==> src/rtl/mult_seq_ctrl.sv <==
// Sequential unsigned 32x32 -> 64 multiplier that borrows the shared 32-bit
// carry-lookahead adder for 32 shift-add iterations.
module mult_seq_ctrl (
  input  logic        clk,
  input  logic        rst_n,
  input  logic        start,
  input  logic [31:0] multiplicand,
  input  logic [31:0] multiplier,
  output logic [31:0] add_a,
  output logic [31:0] add_b,
  input  logic [31:0] add_sum,
  input  logic        add_cout,
  output logic        busy,
  output logic        done,
  output logic [63:0] product,
  output logic [1:0]  o_dbg_state
);

  typedef enum logic [1:0] {
    S_IDLE = 2'd0,
    S_RUN  = 2'd1,
    S_DONE = 2'd2
  } state_t;

  state_t      r_state;
  state_t      w_next_state;
  logic [31:0] r_m;
  logic [31:0] r_p_hi;
  logic [31:0] r_p_lo;
  logic [5:0]  r_cnt;
  logic        w_run;

  // Handshake: start is accepted only on an edge where the block is IDLE
  // (busy=0); busy covers RUN and DONE, and done pulses for one cycle when
  // product is valid. A start held through DONE is taken on the following
  // IDLE cycle, never in the DONE cycle itself.
  always_comb begin
    w_next_state = r_state;
    case (r_state)
      S_IDLE:  if (start) w_next_state = S_RUN;
      S_RUN:   if (r_cnt == 6'd31) w_next_state = S_DONE;
      S_DONE:  w_next_state = S_IDLE;
      default: w_next_state = S_IDLE;
    endcase
  end

  always_ff @(posedge clk) begin
    if (!rst_n) begin
      r_state <= S_IDLE;
      r_m     <= 32'd0;
      r_p_hi  <= 32'd0;
      r_p_lo  <= 32'd0;
      r_cnt   <= 6'd0;
    end else begin
      r_state <= w_next_state;
      case (r_state)
        S_IDLE: begin
          if (start) begin
            r_m    <= multiplicand;
            r_p_hi <= 32'd0;
            r_p_lo <= multiplier;
            r_cnt  <= 6'd0;
          end
        end
        S_RUN: begin
          // 65-bit {cout, sum, P_lo} shifted right by one keeps the carry.
          {r_p_hi, r_p_lo} <= {add_cout, add_sum, r_p_lo[31:1]};
          r_cnt            <= r_cnt + 6'd1;
        end
        default: ;
      endcase
    end
  end

  // Adder operands are zero outside RUN so other observers see it quiescent.
  assign w_run       = (r_state == S_RUN);
  assign add_a       = w_run ? r_p_hi : 32'd0;
  assign add_b       = (w_run && r_p_lo[0]) ? r_m : 32'd0;
  assign busy        = (r_state == S_RUN) || (r_state == S_DONE);
  assign done        = (r_state == S_DONE);
  assign product     = {r_p_hi, r_p_lo};
  assign o_dbg_state = r_state;

endmodule

==> config.mk <==
export PLATFORM = sky130hd
export DESIGN_NAME = mult_seq_ctrl
export DESIGN_NICKNAME = d
export VERILOG_FILES = /design/src/rtl/mult_seq_ctrl.sv
export SDC_FILE = /design/constraint.sdc
export NUM_CORES = 1
export LEC_CHECK = 0
export ABC_AREA = 1
export BUFFER_PORTS_ARGS = -buffer_cell sky130_fd_sc_hd__buf_4
export CORE_ASPECT_RATIO = 0.8
export CORE_UTILIZATION = 49
export DETAILED_ROUTE_END_ITERATION = 7
export MAX_ROUTING_LAYER = met4
export PLACE_DENSITY_LB_ADDON = 0.1
export REMOVE_ABC_BUFFERS = 1
export SYNTH_ARGS = -nofsm -noshare
export SYNTH_HDL_FRONTEND = slang
export SYNTH_SLANG_ARGS = --single-unit
==> constraint.sdc <==
create_clock -name clk -period 3.5 [get_ports clk]
set_clock_uncertainty 0.2 [all_clocks]
set_input_delay 0.525 -clock clk [delete_from_list [all_inputs] [get_ports clk]]
set_output_delay 0.525 -clock clk [all_outputs]
set_load 0.02 [all_outputs]
==> key figures <==
GRT
  • GR Layer Usage met3: 6.622%
  • First-pass GRT wire length: 17.71 mm
  • Total grt overflow: 0
  • Vias in the first global route: 3814
  • Initial antenna violation count: 0
  • GRT Total Usage: 23.86%
  • GRT met1 Usage: 28.58%
  • Largest net degree at the start of global routing: 73
  • M2 GR Usage: 39.05%
  • Most Used Layer, Global Route: met2

Floorplanning
  • DIE AREA: 9663 µm²
  • Rows: 31
  • Die span in y: 88.13 µm
  • Core ar.: 9037 µm²
  • Die Wd: 109.7 µm
  • IO Count: 232
  • Starting Density: 50.27%

Synthesis
  • Yosys reg bits: 104
  • Seq/Total Area, Yosys: 45.83%
  • Ys async rst share: 0%
  • Mux cell area share after synthesis: 0%
  • Most common flop cell mapped by yosys: dfxtp_1
  • Post-synth EDFFs: 0
  • Distinct cells, synth: 20
  • Post-synthesis adder-cell area fraction: 1.102%
  • Simple-Gate Fraction of Synth Area: 22.86%
  • Cells after Synth: 625
  • Post-synthesis xor/xnor area fraction: 0%
  • Synth Warn #: 0
  • Mapped Avg Cell Area: 7.269 µm²
  • Largest family of logic cells by synthesized area: simple AND/OR/NAND/NOR gates
  • Post-synthesis compound-gate area fraction: 18.81%
  • Syn Std Cell Area: 4543 µm²

Critical path
  • WP data arrival: 2090 ps
  • CP Launch Type: flop
  • Endpoint class of the critical path: output port
  • Worst reg2reg path startpoint: o_dbg_state[1]
  • Slowest-stage cell, CP: buf_4
  • Reg2reg end: r_cnt[0]
  • CP required: 2770 ps
  • Worst path cell trace: inv_1 > ha_2 > buf_4 > nand2_1 > inv_1 > buf_4
  • Slack of the worst reg-to-reg path: 880 ps
  • Worst reg-to-reg path cell count: 7
  • Kind of critical path: reg2out
  • Critical Path Max Stage Delay: 500 ps
  • Critical path peak fanout: 50

Timing
  • Pins Over Slew Limit: 0
  • Final setup viols: 0
  • Final worst path period need: 2814 ps
  • Hold violation total from the final report: 0
  • Final worst-path cycle share: 80.41%
  • Fmax: 355.3 MHz
  • RSZ-0062 raised after global routing: no
  • Worst setup margin: 685.7 ps
  • Slew @ Worst Pin: 741.6 ps
  • Rel. slew slack: 50.44%

Final layout
  • Final Instance Count excl. Fillers: 945
  • Layout Area Growth over Synthesis: 43.46%
  • Core Util, Final: 72.12%
  • Layout cells sized above 1: 30.96%
  • Most frequent cells in the layout: buf_4, nand2_1, dfxtp_1, inv_1, a21oi_1
  • Commonest non-fill, non-tap cell in the layout: buf_4
  • Ant diodes: 0
  • Finished Cell Area: 6518 µm²
  • NumNets Final: 930

Clock network
  • Skew-Pair Late Insertion Delay: 330 ps
  • Post-cts resize count: 0
  • Clock-pin slew on the worst setup and hold paths: 70 ps
  • # clock sinks: 104
  • Postcts setup bufs: 0
  • CTS tree: done
  • CTS Buffer Depth: 2
  • H-tree levels: 3
  • Root Driver: clkbuf_16
  • CTS Buf Count: 9
  • # hold bufs at CTS: 0

Hold path
  • Hold depth: 3
  • Worst Hold Class: in2reg
  • Worst hold endpoint: r_p_hi[0]
  • Worst hold start: add_sum[1]

Placed design
  • Pre-CTS worst setup slack: 890.8 ps
  • Placed Instances: 930
  • Routability cong.: 0.7767
  • Port bufs: 231
  • DP Wirelength: 8.336 mm
  • Placed cell area: 6220 µm²

Run status
  • Status: finished clean

Flow run
  • Max-cap viol count: 0

Route
  • Drt first pass iters: 5
  • Number of DRC markers in iteration 0: 331
  • Final wirelength: 12.06 mm
  • DRT antenna net count: 0
  • Via/cell ratio: 4.987
  • Wire length per cell: 12.76 µm
  • DR DRC count: 0
  • Total number of vias: 4713

Pwr
  • P_leak: 3.465 nW
  • Peak VDD IR: 0.5536 mV
  • Final Power: 4.919 mW
  • PwrDens: 754.7 nW/µm²
-- power by group --
part / total, mW / internal [mW] / switching [mW] / leakage [nW]
Combinational: 2.14 / 0.806 / 1.33 / 2.47
Clock: 0.991 / 0.573 / 0.418 / 0.142
Sequential: 1.79 / 1.55 / 0.239 / 0.855
Total: 4.92 / 2.93 / 1.99 / 3.47
-- synthesized netlist by cell type (2+ instances only) --
master / count / area (µm²)
nand2_1: 177 / 664.4
dfxtp_1: 104 / 2082
inv_1: 73 / 274.0
a21oi_1: 68 / 340.3
nor2_1: 41 / 153.9
o21ai_0: 36 / 180.2
nand3_1: 34 / 170.2
o211a_1: 32 / 320.3
buf_2: 24 / 120.1
clkbuf_1: 11 / 41.29
buf_4: 9 / 67.56
ha_1: 4 / 50.05
inv_2: 4 / 15.01
nand3b_1: 2 / 15.01
-- registers in the layout, indices dropped and copies added (netlist names) --
signal	flops
o_dbg_state	2
r_cnt	6
r_m	32
r_p_hi	32
r_p_lo	32
-- metrics by stage --
stage	setup TNS (ps)	hold WS (ps)
finish	0	244.9
detailed placement	0	248.3
CTS	0	239.2
floorplan	-13500	229.4
global route	0	241.3
global placement	0	239.1
-- cells by family (layout without fill, tap and decap cells) --
kind of cell             count (synthesis)  count (layout)
AO/OA/AOI/OAI                          138             138
buffers and inverters                  121             326
flip-flops                             104             104
AND/OR/NAND/NOR                        258             258
adder cells (fa/ha/maj)                  4               4
-- critical path: cells and delay by family, from the launching register on --
family,cells,cell delay (ps)
adders and majority gates,1,470
and+or+nand+nor,1,110
DFF,1,330
buffers and inverters,4,810
-- area by class of cell --
| cell class | instances | area, µm² |
|---|---|---|
| Clock inverter | 4 | 55.05 |
| Tap cell | 115 | 143.9 |
| Timing Repair Buffer | 234 | 1757 |
| Fill cell | 719 | 2520 |
| Sequential cell | 104 | 2082 |
| Multi-Input combinational cell | 400 | 1948 |
| Inverter | 77 | 289.0 |
| Clock buffer | 11 | 242.7 |
-- worst max path at each step --
stage                              start   endpoint  slack [ps]  cells past startpoint
final                     o_dbg_state[1]   add_a[7]         690                      6
after CTS                 o_dbg_state[1]  add_a[23]         690                      6
after global routing      o_dbg_state[1]  add_a[19]         520                      6
after global placement    o_dbg_state[1]   r_cnt[0]         970                      7
after floorplan           o_dbg_state[0]   add_b[0]        -420                      3
after detailed placement  o_dbg_state[1]   r_cnt[0]         890                      7
-- routing by layer --
layer	wire, µm	share of wire (%)
met3	972	8.1
met4	156	1.3
met2	5949	49
met1	4976	41
met5	0	0
No activity file was read; power rests on OpenSTA's default activity.
